### config.mk
export PLATFORM = sky130hd
export DESIGN_NAME = fp_normalize_pack
export DESIGN_NICKNAME = d
export VERILOG_FILES = /design/src/rtl/fp_pkg.sv /design/src/rtl/fp_pack.sv /design/src/rtl/fp_normalize_pack.sv
export SDC_FILE = /design/constraint.sdc
export NUM_CORES = 1
export LEC_CHECK = 0
export CORE_MARGIN = 10
export CORE_UTILIZATION = 45
export CTS_CLUSTER_DIAMETER = 60
export DETAILED_ROUTE_END_ITERATION = 10
export HOLD_SLACK_MARGIN = 0.1
export PLACE_DENSITY = 0.79
export RECOVER_POWER = 100
export SYNTH_ARGS = -nofsm -noshare
export SYNTH_HDL_FRONTEND = slang
export SYNTH_HIERARCHICAL = 1
export SYNTH_SLANG_ARGS = --single-unit
### constraint.sdc
create_clock -name Clk -period 3.34 [get_ports Clk]
set_clock_uncertainty 0.2 [all_clocks]
set_input_delay 0.668 -clock Clk [delete_from_list [all_inputs] [get_ports Clk]]
set_output_delay 0.668 -clock Clk [all_outputs]
set_load 0.01 [all_outputs]
### src/rtl/fp_pkg.sv
// Shared floating-point definitions for the adder and normalize/pack stages.
// Widths, packed-word field offsets and the normalizer state encoding live
// here so every stage agrees on the single-precision layout.
package fp_pkg;

    // Field widths of the internal operand representation
    localparam int EXP_W  = 8;
    localparam int MAN_W  = 24;          // includes the hidden bit
    localparam int FRAC_W = MAN_W - 1;   // stored fraction bits
    localparam int WORD_W = 32;

    // All-ones exponent: infinity / NaN encoding
    localparam logic [EXP_W-1:0] EXP_MAX = 8'hFF;

    // Bit positions inside the packed IEEE-754 single-precision word
    localparam int SIGN_BIT = 31;
    localparam int EXP_MSB  = 30;
    localparam int EXP_LSB  = 23;

    // Normalizer control states
    typedef enum logic [1:0] {
        IDLE = 2'd0,
        NORM = 2'd1,
        DONE = 2'd2
    } state_t;

endpackage : fp_pkg

### src/rtl/fp_pack.sv
// Combinational packer: assembles {sign, exponent, fraction} into a
// single-precision word. Zero forcing wins over infinity forcing; infinity
// forcing keeps the sign and replaces exponent/fraction with EXP_MAX / 0.
module fp_pack
    import fp_pkg::*;
(
    input  logic              sign_i,
    input  logic [EXP_W-1:0]  exp_i,
    input  logic [FRAC_W-1:0] frac_i,
    input  logic              force_inf_i,
    input  logic              force_zero_i,
    output logic [WORD_W-1:0] word_o
);

    // Field assembly followed by special-value overrides
    always_comb begin
        word_o                   = '0;
        word_o[SIGN_BIT]         = sign_i;
        word_o[EXP_MSB:EXP_LSB]  = exp_i;
        word_o[EXP_LSB-1:0]      = frac_i;

        if (force_zero_i) begin
            // Exact cancellation or flush: always +0
            word_o = '0;
        end else if (force_inf_i) begin
            word_o[EXP_MSB:EXP_LSB] = EXP_MAX;
            word_o[EXP_LSB-1:0]     = '0;
        end
    end

endmodule : fp_pack

### src/rtl/fp_normalize_pack.sv
// Normalization and packing stage behind the mantissa adder. Accepts the raw
// sign/exponent/mantissa/carry, applies the carry pre-shift at accept, then
// left-shifts one bit per cycle until the mantissa is normalized or a special
// case (overflow, NaN/Inf passthrough, zero, underflow) resolves it. The
// packed word and flags are registered and held until the downstream
// handshake completes. Truncating rounding; denormals flush to zero.
module fp_normalize_pack
    import fp_pkg::*;
(
    input  logic              Clk,
    input  logic              Reset,
    input  logic              In_Valid,
    output logic              In_Ready,
    input  logic              S_In,
    input  logic [EXP_W-1:0]  E_In,
    input  logic [MAN_W-1:0]  M_In,
    input  logic              Carry_In,
    output logic              Out_Valid,
    input  logic              Out_Ready,
    output logic [WORD_W-1:0] Result,
    output logic              Overflow,
    output logic              Underflow,
    output logic              Zero
);

    // Control and working operand registers
    state_t             state_q, state_d;
    logic               s_q, s_d;
    logic [EXP_W-1:0]   e_q, e_d;
    logic [MAN_W-1:0]   m_q, m_d;
    logic               ovf_q, ovf_d;       // set by a carry into EXP_MAX

    // Registered output word and flags
    logic [WORD_W-1:0]  result_q, result_d;
    logic               overflow_q, overflow_d;
    logic               underflow_q, underflow_d;
    logic               zero_q, zero_d;

    // Decode of the NORM-state rules, evaluated in priority order
    logic               exp_special;        // rule 1: overflow or Inf/NaN
    logic               man_zero;           // rule 2: exact cancellation
    logic               man_norm;           // rule 3: hidden bit in place
    logic               exp_low;            // rule 4: no room to shift
    logic               norm_done;
    logic               force_zero;
    logic [EXP_W-1:0]   e_inc;
    logic [WORD_W-1:0]  pack_word;

    assign exp_special = ovf_q || (e_q == EXP_MAX);
    assign man_zero    = (m_q == '0);
    assign man_norm    = m_q[MAN_W-1];
    assign exp_low     = (e_q <= EXP_W'(1));
    assign norm_done   = exp_special || man_zero || man_norm || exp_low;
    // Zero result for cancellation or underflow, unless a special exponent wins
    assign force_zero  = !exp_special && (man_zero || (!man_norm && exp_low));

    // Exponent after the carry pre-shift
    assign e_inc = E_In + EXP_W'(1);

    fp_pack u_pack (
        .sign_i       (s_q),
        .exp_i        (e_q),
        .frac_i       (m_q[FRAC_W-1:0]),
        .force_inf_i  (ovf_q),
        .force_zero_i (force_zero),
        .word_o       (pack_word)
    );

    // Next-state logic: accept, one normalization step per cycle, handshake
    always_comb begin
        // NOTE: every signal gets a default before the case so no path can
        // leave one unassigned, which would otherwise infer a latch.
        state_d     = state_q;
        s_d         = s_q;
        e_d         = e_q;
        m_d         = m_q;
        ovf_d       = ovf_q;
        result_d    = result_q;
        overflow_d  = overflow_q;
        underflow_d = underflow_q;
        zero_d      = zero_q;

        unique case (state_q)
            IDLE: begin
                if (In_Valid) begin
                    s_d     = S_In;
                    ovf_d   = 1'b0;
                    state_d = NORM;
                    if (Carry_In && (E_In != EXP_MAX)) begin
                        // Carry-out becomes the new hidden bit; LSB is dropped
                        m_d   = {1'b1, M_In[MAN_W-1:1]};
                        e_d   = e_inc;
                        ovf_d = (e_inc == EXP_MAX);
                    end else begin
                        m_d = M_In;
                        e_d = E_In;
                    end
                end
            end

            NORM: begin
                if (norm_done) begin
                    state_d     = DONE;
                    result_d    = pack_word;
                    overflow_d  = ovf_q;
                    underflow_d = force_zero && !man_zero;
                    zero_d      = force_zero;
                end else begin
                    m_d = m_q << 1;
                    e_d = e_q - EXP_W'(1);
                end
            end

            DONE: begin
                if (Out_Ready) begin
                    state_d = IDLE;
                end
            end

            default: begin
                state_d = IDLE;
            end
        endcase
    end

    // State and datapath registers with synchronous active-high reset
    always_ff @(posedge Clk) begin
        // NOTE: sequential state uses non-blocking assignments so every
        // register samples its pre-edge value regardless of statement order.
        if (Reset) begin
            state_q     <= IDLE;
            s_q         <= 1'b0;
            e_q         <= '0;
            m_q         <= '0;
            ovf_q       <= 1'b0;
            result_q    <= '0;
            overflow_q  <= 1'b0;
            underflow_q <= 1'b0;
            zero_q      <= 1'b0;
        end else begin
            state_q     <= state_d;
            s_q         <= s_d;
            e_q         <= e_d;
            m_q         <= m_d;
            ovf_q       <= ovf_d;
            result_q    <= result_d;
            overflow_q  <= overflow_d;
            underflow_q <= underflow_d;
            zero_q      <= zero_d;
        end
    end

    assign In_Ready  = (state_q == IDLE);
    assign Out_Valid = (state_q == DONE);
    assign Result    = result_q;
    assign Overflow  = overflow_q;
    assign Underflow = underflow_q;
    assign Zero      = zero_q;

endmodule : fp_normalize_pack

==> results.md <==
* Result of the run: finished, violations left
* Violations in the final reports: max-capacitance violations, max-slew violations
* Number of placement rows at 34
* Slowest stage cell, crit path: sky130_fd_sc_hd__nor4b_4
* Number of H-tree levels at 3
* Multi-input combinational cell area at 2315 sq um
* Total power at 2.812 mW
* Top-Level Pins at 75
* Number of antenna violations at the first check in global routing at 0
* Leakage power of the design at 2.186 nW
* Number of global-route vias before repair at 3632
* Worst Setup Path Type: reg2reg
* #FFs+latches synth at 71
* Share of layout cells above drive strength 1 at 0.09890
* Fraction of registers with async set or reset after synthesis at 0
* VDD IR-drop max at 0.3713 mV
* Sum of routed wire length over all layers at 10.59 mm
* Yosys warnings at 6
* Highest fanout seen on the critical path at 15
* Overall die height at 114.0 um
* Beginning of the worst register-to-register path: e_q[0]$_SDFFE_PP0P_
* Setup repair after global routing missed its margin: no
* Most common cell after layout, fill and taps aside: sky130_fd_sc_hd__dfxtp_1
* Crit path required time at 3.29 ns
* Total non-filler cell area in the finished layout at 4872 sq um
* Total negative setup slack at 0 ns
* Most frequent cells in the layout: 71 x sky130_fd_sc_hd__dfxtp_1, 58 x sky130_fd_sc_hd__nand2_1, 55 x sky130_fd_sc_hd__o21ai_0
* Worst relative slew slack at -0.2392
* Total clock buffers created by CTS at 9
* Endpoints failing hold at 0
* Overflow left after global routing at 0
* Crit path capture type: register
* Max Transition Viols Final at 46
* Ant diodes at 0
* Clock sink count at 71
* First-pass GRT wire length at 17.79 mm
* Cell Pwr Density at 577.2 nW/um^2
* Clk pin slew, worst setup/hold paths at 0.07 ns
* Buffers from clock root to sink, at most at 2
* Source-to-sink clock delay at the later pin of the worst-skew pair at 0.34 ns
* Start point of the worst min-delay path: s_q$_SDFFE_PP0P_
* Die Outline Area at 13000 sq um
* Number of enable-type register cells in the synthesized netlist at 0
* Port Buf Inserts at 74
* Detailed-route DRC error count at 0
* Slowest stage delay, CP at 0.50 ns
* Syn_nets at 528
* Clock root buffer master: sky130_fd_sc_hd__clkbuf_8
* Most used DFF post-synth: sky130_fd_sc_hd__dfxtp_1
* Layout net count at 586
* Final setup violation count at 0
* Synth-to-layout area growth at 22.49%
* Part of the cycle the worst path needs at 0.8700
* Maximum capacitance violations at 1
* Drt first-iter violations at 342
* Placement-stage cell area at 4728 sq um
* Register area share after synthesis at 0.3573
* Buffers inserted by post-CTS timing repair at 0
* Actual transition at the worst max-transition pin at 1.859 ns
* Storage cell area at 1421 sq um
* Startpoint types: register
* Effective utilization at floorplan at 0.4583
* Number of detailed-routing iterations run before antenna repair at 5
* Data arrival time at the worst-slack endpoint at 2.86 ns
* Most Frequent Cell on Critical Path: sky130_fd_sc_hd__nor2_1
* Post-detail-place hpwl at 7.536 mm
* Cell area after synthesis at 3978 sq um
* Utilization after layout at 0.5614
* Worst slack on hold paths at 0.2542 ns
* Via count at 3686
* Placeable core area at 8678 sq um
* Post-CTS Hold Fix Bufs at 0
* Maximum number of pins on one net before global-route repair at 46
* Count of unique library cells instantiated by Yosys at 44
* Post-route minimum period at 2.906 ns
* Avg Synthesized Cell Area at 8.201 sq um
* Number of vias per cell after detailed routing at 5.636
* Routed WL per cell at 16.19 um
* Antenna Nets Post-Route at 0
* Instance count of the mapped netlist at 485
* Origin of the worst setup path: e_q[0]$_SDFFE_PP0P_
* Fmax at 344.1 MHz
* Placer's final routability congestion estimate at 0.8325
* Kind of path behind the tightest hold check: reg2reg
* Number of resized instances in the post-cts repair step at 0
* Gr usage total at 0.1611
* Ordered cell list for the critical path: inv_1 > ha_1 > nor2_1 > nor4b_4 > a2bb2oi_1 > nor3_1 > clkbuf_2 > o21ba_2 > mux2i_1 > nor2_1
* TritonCTS clock tree: done
* Final-layout fill cell count at 829
* Horizontal die dimension at 114.0 um
## synthesized netlist by cell type (8+ instances only)
master | count | area share
sky130_fd_sc_hd__nor4_1 | 9 | 0.014
sky130_fd_sc_hd__o21ai_1 | 11 | 0.014
sky130_fd_sc_hd__clkbuf_1 | 21 | 0.020
sky130_fd_sc_hd__nor2_1 | 52 | 0.049
sky130_fd_sc_hd__buf_6 | 8 | 0.023
sky130_fd_sc_hd__o21ai_0 | 47 | 0.059
sky130_fd_sc_hd__mux2i_1 | 35 | 0.088
sky130_fd_sc_hd__nor3b_2 | 20 | 0.063
sky130_fd_sc_hd__nand3b_1 | 23 | 0.043
sky130_fd_sc_hd__a21oi_1 | 41 | 0.052
sky130_fd_sc_hd__dfxtp_1 | 71 | 0.36
sky130_fd_sc_hd__nand2_1 | 58 | 0.055
sky130_fd_sc_hd__nand3_1 | 10 | 0.013
## per-layer routing
layer / wire length, um / GRT usage / share of wire
met4: 199 / 0.06433 / 0.019
met1: 4683 / 0.2047 / 0.44
met5: 0 / 0 / 0
met3: 637 / 0.03517 / 0.060
met2: 5069 / 0.2585 / 0.48
## area by class of cell
class                   instances  area share
multi-input cells             368      0.4751
flip-flops and latches         71      0.2917
repair buffers                 86      0.1664
clock buffers                  13     0.03261
well taps                     108     0.02774
inverters                       7    0.005393
clock inverters                 1    0.001027
## critical path, delay by kind of cell (launching register included)
kind                     cells  cell delay [ns]
AO/OA/AOI/OAI                2             0.35
adder cells (fa/ha/maj)      1             0.25
buffers and inverters        2             0.56
flip-flops                   1             0.39
multiplexers                 1             0.11
AND/OR/NAND/NOR              4             0.85
## metrics by stage
step | setup WS (ns) | cells
after detailed placement | 0.2896 | 640
after global placement | 0.4177 | 640
final | 0.4342 | 654
after CTS | 0.6243 | 654
after global routing | 0.1832 | 654
after floorplan | 0.8132 | 485
## kinds of logic (layout without fill, tap and decap cells)
family                     Yosys count  in the layout  synth area share
and+or+nand+nor                    202            202            0.2903
AOI/OAI and AO/OA                  123            123            0.1787
DFF                                 71             71            0.3573
buffers and inverters               46            107           0.06323
muxes                               35             35           0.08808
adders and majority gates            5              5           0.01573
xor gates and xnor gates             3              3          0.006607
## report_power, final
group	total, mW	internal (mW)	switching [mW]
logic	1.12	0.480	0.635
registers	1.10	0.968	0.129
clock network	0.600	0.302	0.299
## flip-flops by register name (all words and copies together) (netlist names)
register,cells
m_q,24
Underflow,1
Overflow,1
s_q,1
state_q,2
ovf_q,1
Result,32
e_q,8
Zero,1
## path summary, 6_finish.rpt
| kind | to | slack, ns | cells past startpoint |
|---|---|---|---|
| hold / removal | s_q$_SDFFE_PP0P_ | 0.25 | 2 |
| setup reg to reg | Result[30]$_SDFFE_PP0P_ | 0.43 | 10 |
| hold reg to reg | s_q$_SDFFE_PP0P_ | 0.25 | 2 |
| setup / recovery | Result[30]$_SDFFE_PP0P_ | 0.43 | 10 |
No activity file was read; power rests on OpenSTA's default activity.
